--- config.mk ---
export PLATFORM = sky130hd
export DESIGN_NAME = tour_cmd_sequencer
export DESIGN_NICKNAME = d
export VERILOG_FILES = /design/src/rtl/kt_pkg.sv /design/src/rtl/knight_move_decode.sv /design/src/rtl/tour_cmd_sequencer.sv
export SDC_FILE = /design/constraint.sdc
export NUM_CORES = 1
export LEC_CHECK = 0
export CAP_MARGIN = 30
export CORE_ASPECT_RATIO = 0.75
export CORE_MARGIN = 1
export CORE_UTILIZATION = 47
export DETAILED_ROUTE_END_ITERATION = 6
export PLACE_DENSITY_LB_ADDON = 0.1
export RECOVER_POWER = 100
export SLEW_MARGIN = 20
export SYNTH_ARGS = -nofsm -noshare
export SYNTH_HDL_FRONTEND = slang
export SYNTH_SLANG_ARGS = --single-unit
--- constraint.sdc ---
create_clock -name clk -period 14.4 [get_ports clk]
set_input_delay 4.32 -clock clk [delete_from_list [all_inputs] [get_ports clk]]
set_output_delay 4.32 -clock clk [all_outputs]
set_load 0.01 [all_outputs]
--- src/rtl/kt_pkg.sv ---
// -----------------------------------------------------------------------------
// kt_pkg
// Shared definitions for the KnightsTour command path: command opcodes,
// heading codes carried in cmd[11:4], response bytes returned to the UART,
// the tour sequencer state encoding and a magnitude helper for leg lengths.
// -----------------------------------------------------------------------------
package kt_pkg;

    // Command opcodes (cmd[15:12])
    localparam logic [3:0] OP_CAL      = 4'b0000;
    localparam logic [3:0] OP_MOVE     = 4'b0010;
    localparam logic [3:0] OP_MOVE_FAN = 4'b0011;
    localparam logic [3:0] OP_TOUR     = 4'b0100;

    // Heading codes (cmd[11:4])
    localparam logic [7:0] H_NORTH = 8'h00;
    localparam logic [7:0] H_WEST  = 8'h3F;
    localparam logic [7:0] H_SOUTH = 8'h7F;
    localparam logic [7:0] H_EAST  = 8'hBF;

    // Response bytes
    localparam logic [7:0] RESP_ACK = 8'hA5;
    localparam logic [7:0] RESP_LEG = 8'h5A;

    typedef enum logic [2:0] {
        S_IDLE  = 3'd0,
        S_VERT  = 3'd1,
        S_HOLDV = 3'd2,
        S_HORZ  = 3'd3,
        S_HOLDH = 3'd4
    } state_t;

    // Absolute value of a leg displacement (-2..+2), zero-extended to the
    // 4-bit square-count field of a move command.
    function automatic logic [3:0] mag4(input logic signed [2:0] v);
        logic signed [2:0] a;
        if (v < 3'sd0) begin
            a = -v;
        end else begin
            a = v;
        end
        return {1'b0, a};
    endfunction

endpackage

--- src/rtl/knight_move_decode.sv ---
// -----------------------------------------------------------------------------
// knight_move_decode
// Purely combinational decode of a one-hot knight move into signed board
// displacements.
//   move_i  [7:0]  one-hot move word from the tour-solver memory
//   dx_o    [2:0]  signed column displacement (+ = east)
//   dy_o    [2:0]  signed row displacement (+ = north)
//   legal_o        move word has exactly one bit set
// Non one-hot words decode to (0,0) and drop legal_o.
// -----------------------------------------------------------------------------
module knight_move_decode (
    input  logic        [7:0] move_i,
    output logic signed [2:0] dx_o,
    output logic signed [2:0] dy_o,
    output logic              legal_o
);

    // One-hot move word to (dx,dy) lookup
    always_comb begin
        dx_o    = 3'sd0;
        dy_o    = 3'sd0;
        legal_o = $onehot(move_i);
        case (move_i)
            8'h01:   begin dx_o =  3'sd1; dy_o =  3'sd2; end
            8'h02:   begin dx_o = -3'sd1; dy_o =  3'sd2; end
            8'h04:   begin dx_o = -3'sd2; dy_o =  3'sd1; end
            8'h08:   begin dx_o = -3'sd2; dy_o = -3'sd1; end
            8'h10:   begin dx_o = -3'sd1; dy_o = -3'sd2; end
            8'h20:   begin dx_o =  3'sd1; dy_o = -3'sd2; end
            8'h40:   begin dx_o =  3'sd2; dy_o = -3'sd1; end
            8'h80:   begin dx_o =  3'sd2; dy_o =  3'sd1; end
            default: begin dx_o =  3'sd0; dy_o =  3'sd0; end
        endcase
    end

endmodule

--- src/rtl/tour_cmd_sequencer.sv ---
// -----------------------------------------------------------------------------
// tour_cmd_sequencer
// Sits between UART_wrapper and cmd_proc. While idle it is transparent to
// UART commands and responses. After start_tour it owns cmd_proc and plays
// the solved tour: each knight move becomes a vertical leg followed by a
// horizontal leg with fanfare, with a leg response after every leg and the
// ack after the final move.
//   clk, rst_n                    clock, asynchronous active-low reset
//   start_tour                    one-cycle pulse, tour solution ready
//   mv_indx  [IDX_W-1:0]          address into tour move memory
//   move     [7:0]                one-hot move at mv_indx (combinational)
//   cmd_UART, cmd_rdy_UART        command from UART_wrapper
//   clr_cmd_rdy_UART              consume pulse back to UART_wrapper
//   cmd, cmd_rdy                  command to cmd_proc
//   clr_cmd_rdy, send_resp        cmd_proc consume / completion strobes
//   resp     [7:0]                response byte to UART_wrapper
//   tour_err                      sticky, illegal move word seen
// -----------------------------------------------------------------------------
module tour_cmd_sequencer
    import kt_pkg::*;
#(
    parameter int NUM_MOVES = 24,
    parameter int IDX_W     = 5
) (
    input  logic             clk,
    input  logic             rst_n,
    input  logic             start_tour,
    output logic [IDX_W-1:0] mv_indx,
    input  logic [7:0]       move,
    input  logic [15:0]      cmd_UART,
    input  logic             cmd_rdy_UART,
    output logic             clr_cmd_rdy_UART,
    output logic [15:0]      cmd,
    output logic             cmd_rdy,
    input  logic             clr_cmd_rdy,
    input  logic             send_resp,
    output logic [7:0]       resp,
    output logic             tour_err
);

    state_t             state_q, state_d;
    logic [IDX_W-1:0]   mv_indx_q, mv_indx_d;
    logic               tour_err_q, tour_err_d;

    logic signed [2:0]  dx_s, dy_s;
    logic               legal_s;
    logic               last_s;
    logic [15:0]        vert_cmd_s, horz_cmd_s;

    knight_move_decode u_decode (
        .move_i  (move),
        .dx_o    (dx_s),
        .dy_o    (dy_s),
        .legal_o (legal_s)
    );

    assign last_s     = (mv_indx_q == IDX_W'(NUM_MOVES - 1));
    assign vert_cmd_s = {OP_MOVE,     (dy_s < 3'sd0) ? H_SOUTH : H_NORTH, mag4(dy_s)};
    assign horz_cmd_s = {OP_MOVE_FAN, (dx_s < 3'sd0) ? H_WEST  : H_EAST,  mag4(dx_s)};

    assign mv_indx  = mv_indx_q;
    assign tour_err = tour_err_q;

    // Next-state and move-index sequencing; send_resp only matters in HOLD states
    always_comb begin
        state_d    = state_q;
        mv_indx_d  = mv_indx_q;
        tour_err_d = tour_err_q;
        case (state_q)
            S_IDLE: begin
                if (start_tour) begin
                    state_d    = S_VERT;
                    mv_indx_d  = '0;
                    tour_err_d = 1'b0;
                end else begin
                    state_d = S_IDLE;
                end
            end
            S_VERT: begin
                if (!legal_s) begin
                    // Corrupt move word: abandon the tour without issuing it
                    state_d    = S_IDLE;
                    mv_indx_d  = '0;
                    tour_err_d = 1'b1;
                end else if (clr_cmd_rdy) begin
                    state_d = S_HOLDV;
                end else begin
                    state_d = S_VERT;
                end
            end
            S_HOLDV: begin
                if (send_resp) begin
                    state_d = S_HORZ;
                end else begin
                    state_d = S_HOLDV;
                end
            end
            S_HORZ: begin
                if (clr_cmd_rdy) begin
                    state_d = S_HOLDH;
                end else begin
                    state_d = S_HORZ;
                end
            end
            S_HOLDH: begin
                if (send_resp && last_s) begin
                    state_d   = S_IDLE;
                    mv_indx_d = '0;
                end else if (send_resp) begin
                    state_d   = S_VERT;
                    mv_indx_d = mv_indx_q + IDX_W'(1);
                end else begin
                    state_d = S_HOLDH;
                end
            end
            default: begin
                state_d   = S_IDLE;
                mv_indx_d = '0;
            end
        endcase
    end

    // State, index and error flag registers
    always_ff @(posedge clk or negedge rst_n) begin
        if (!rst_n) begin
            state_q    <= S_IDLE;
            mv_indx_q  <= '0;
            tour_err_q <= 1'b0;
        end else begin
            state_q    <= state_d;
            mv_indx_q  <= mv_indx_d;
            tour_err_q <= tour_err_d;
        end
    end

    // Output steering: UART pass-through when idle, tour legs otherwise.
    // cmd_rdy in VERT is gated by legality so a bad word is never offered.
    always_comb begin
        cmd              = cmd_UART;
        cmd_rdy          = 1'b0;
        clr_cmd_rdy_UART = 1'b0;
        resp             = RESP_LEG;
        case (state_q)
            S_IDLE: begin
                cmd_rdy          = cmd_rdy_UART;
                clr_cmd_rdy_UART = clr_cmd_rdy;
                resp             = RESP_ACK;
            end
            S_VERT: begin
                cmd     = vert_cmd_s;
                cmd_rdy = legal_s;
            end
            S_HOLDV: begin
                cmd = vert_cmd_s;
            end
            S_HORZ: begin
                cmd     = horz_cmd_s;
                cmd_rdy = 1'b1;
            end
            S_HOLDH: begin
                cmd = horz_cmd_s;
                if (send_resp && last_s) begin
                    resp = RESP_ACK;
                end else begin
                    resp = RESP_LEG;
                end
            end
            default: begin
                cmd  = cmd_UART;
                resp = RESP_ACK;
            end
        endcase
    end

endmodule

==> results.cfg <==
[grt]
track_usage_pct = 25.1
grt_overflow_total = 0
grt_start_max_net_pins = 36
grt_pass1_vias = 1454
antenna_found_initial = 0
grt_pass1_wl_um = 6640

[critical_path]
r2r-start = state_q[1]
rr_worst_depth = 4
cpPeakStageDelay_ps = 620
start_kind = input port
critPathMaxFanout = 3
cp_top_family = adder cells
crit_chain = dlygate4sd3_1, ha_1, fa_1, inv_1, fa_1, inv_1, ha_1, fa_1, nor4b_1, o21ai_0, a21oi_1, dlygate4sd3_1
critPathBufInv = 4
crit_type = in -> out
slowest_stage = dlygate4sd3_1
end_kind = primary output
r2r-end = mv_indx[4]
crit_arrival_ps = 8310
worst_ep_required_time_ps = 10080
critPathMostFrequentCell = fa_1
r2r_slack_ps = 12300

[synthesis]
ys.flop_type = dfrtp_1
syn_avg_cell_area_um2 = 7.91
ys_ff_latch = 9
synth_fp_nets = 246
synthCells = 191
synth-edff-count = 0
synth_async_sr_flop_share_pct = 100
synth.distinct_cells = 55
ys_warn_count = 0
ys_seq_area_share_pct = 14.9
synth_area_mm2 = 0.00151

[die]
die_h_um = 51.1
initial_core_util_pct = 50.4
core_mm2 = 0.00300
die_w_um = 67.5
die-area_mm2 = 0.00345
num_rows = 17
ios = 62

[power_and_ir_drop]
power_frac_seq_pct = 16.1
leakagePower_nw = 0.977
swShare_pct = 44.6
peakVddDrop_mv = 0.111
power.switching_w = 0.000130
p_int_w = 0.000161
clockPowerShare_pct = 10.0
p_comb_share_pct = 73.8
p_per_area_mw_per_mm2 = 137

[layout]
final_cell_mix = 34 x dlygate4sd3_1, 27 x clkdlybuf4s50_1, 21 x inv_1, 21 x ha_1
layout_commonest_cell = dlygate4sd3_1
insertedDiodeCount = 0
drive_gt1_share_pct = 4.15
multi_input_area_mm2 = 0.00109
nets = 297
n_fill_cell = 226
syn2layout_area_growth_pct = 40.0
register_area_um2 = 225

[sta]
setup_viol = 0
max-slew-margin-rel_pct = 44.7
fmax_mhz = 79.2
layout_min_cycle_time_ps = 12630
worst_pin_slew_ps = 827
slew_viol_final = 0
skew_ps = 3.74
finalHoldViolCount = 0
rsz0062_at_grt = no
period_share_pct = 87.7
holdWs_ps = 536
fin_tns_setup_ps = 0

[worst_hold_path]
hp-class = reg -> reg
worstHoldStart = mv_indx[0]
min_path_cells = 1
hold_end = mv_indx[0]

[placement]
hpwl_um = 3100
gp_congestion = 0.894
port_buffers = 61

[clocking]
cts_tree = done
cts.clk_slew.worst_paths_ps = 40
cts_setup_buffers = 0
clock_sinks = 9
clk_latency_ps = 230
max-clock-path-buffers = 2
htree_levels = 1
cts_resized = 0
clock-root-buffer = clkbuf_8
cts_buffers = 3
cts_hold_buf = 0

[drt]
first_iter_violations = 94
routed_wl_um = 3950
via_count = 1554
post-route-drc-count = 0
vias_per_cell = 5.57
ant_nets = 0
avgRoutedWirePerCell_um = 14.2
firstDrtPassIters = 4

[job]
drv_cap = 0

[run_status]
status = complete, no violations
registers in the layout, indices dropped and copies added (netlist names):
| register | flops |
|---|---|
| mv_indx | 5 |
| tour_err | 1 |
| state_q | 3 |
final cells by class:
type                            instances  area share, %
Clock buffer                            4           2.13
Inverter                               22           3.90
Multi-Input combinational cell        144           51.5
Sequential cell                         9           10.6
Tap cell                               38           2.25
Timing Repair Buffer                   62           29.6
through the flow:
stage	cell area (µm²)	total power [W]	std cells	util [%]	setup WS (ps)
after global routing	2120	0.000318	279	70.5	1550
after floorplan	1510	0.000185	191	-	3180
after detailed placement	2060	0.000280	274	68.8	1920
after CTS	2110	0.000310	278	70.3	1910
final	2120	0.000290	279	70.5	1770
after global placement	2060	0.000273	274	68.8	2020
power groups by stage:
stage	clock network (W)	logic (W)	registers [W]
6_report	0.0000292	0.000214	0.0000468
5_1_grt	0.0000314	0.000237	0.0000495
4_1_cts	0.0000299	0.000231	0.0000489
3_5_place_dp	0	0.000230	0.0000493
3_3_place_gp	0	0.000225	0.0000484
2_1_floorplan	0	0.000150	0.0000349
worst reg2reg max path, delay by kind of cell, from the launching register on:
family / cells / cell delay (ps)
simple gates: 3 / 1290
flops: 1 / 620
compound gates: 1 / 110
Yosys cell counts (2+ instances only):
cell type   n  area [µm²]
or3_1       3        18.8
nand2_1    14        52.6
nor4b_1     3        26.3
a31oi_1     3        18.8
nand3_1     8        40.0
ha_1       21         263
or4b_1      2        20.0
and2_1      4        25.0
a21o_1      2        15.0
a21oi_1    14        70.1
nor2_1     12        45.0
buf_6       2        22.5
o21ai_0     4        20.0
inv_1      21        78.8
dfrtp_1     9         225
o22ai_1     2        12.5
nand2b_1    4        25.0
o21ai_1     8        40.0
buf_4       6        45.0
fa_1        4        80.1
buf_2       6        30.0
o2111a_1    3        33.8
mux2i_1     4        40.0
worst max-delay path by stage:
stage	start	end	slack (ps)	cells after the start
2_1_floorplan	move[0]	cmd_rdy	3180	10
3_3_place_gp	move[0]	cmd_rdy	2020	13
3_5_place_dp	move[0]	cmd_rdy	1920	13
4_1_cts	move[0]	cmd_rdy	1910	13
5_1_grt	move[0]	cmd_rdy	1550	12
6_report	move[0]	cmd_rdy	1770	12
cells by family after synthesis:
family,share of synthesized area [%]
muxes,3.39
AOI/OAI and AO/OA,23.3
xor gates and xnor gates,0.580
and+or+nand+nor,21.9
DFF,14.9
adders and majority gates,23.4
buffers and inverters,12.4
routing by layer:
metal	global-route usage (%)	vias to the layer above	share of wire, %
met5	0	-	0
met4	3.19	0	0.51
met3	4.24	2	8.9
met2	40.1	80	45
met1	35.8	700	45
li1	-	772	-
(Power assumes the default switching activity.)
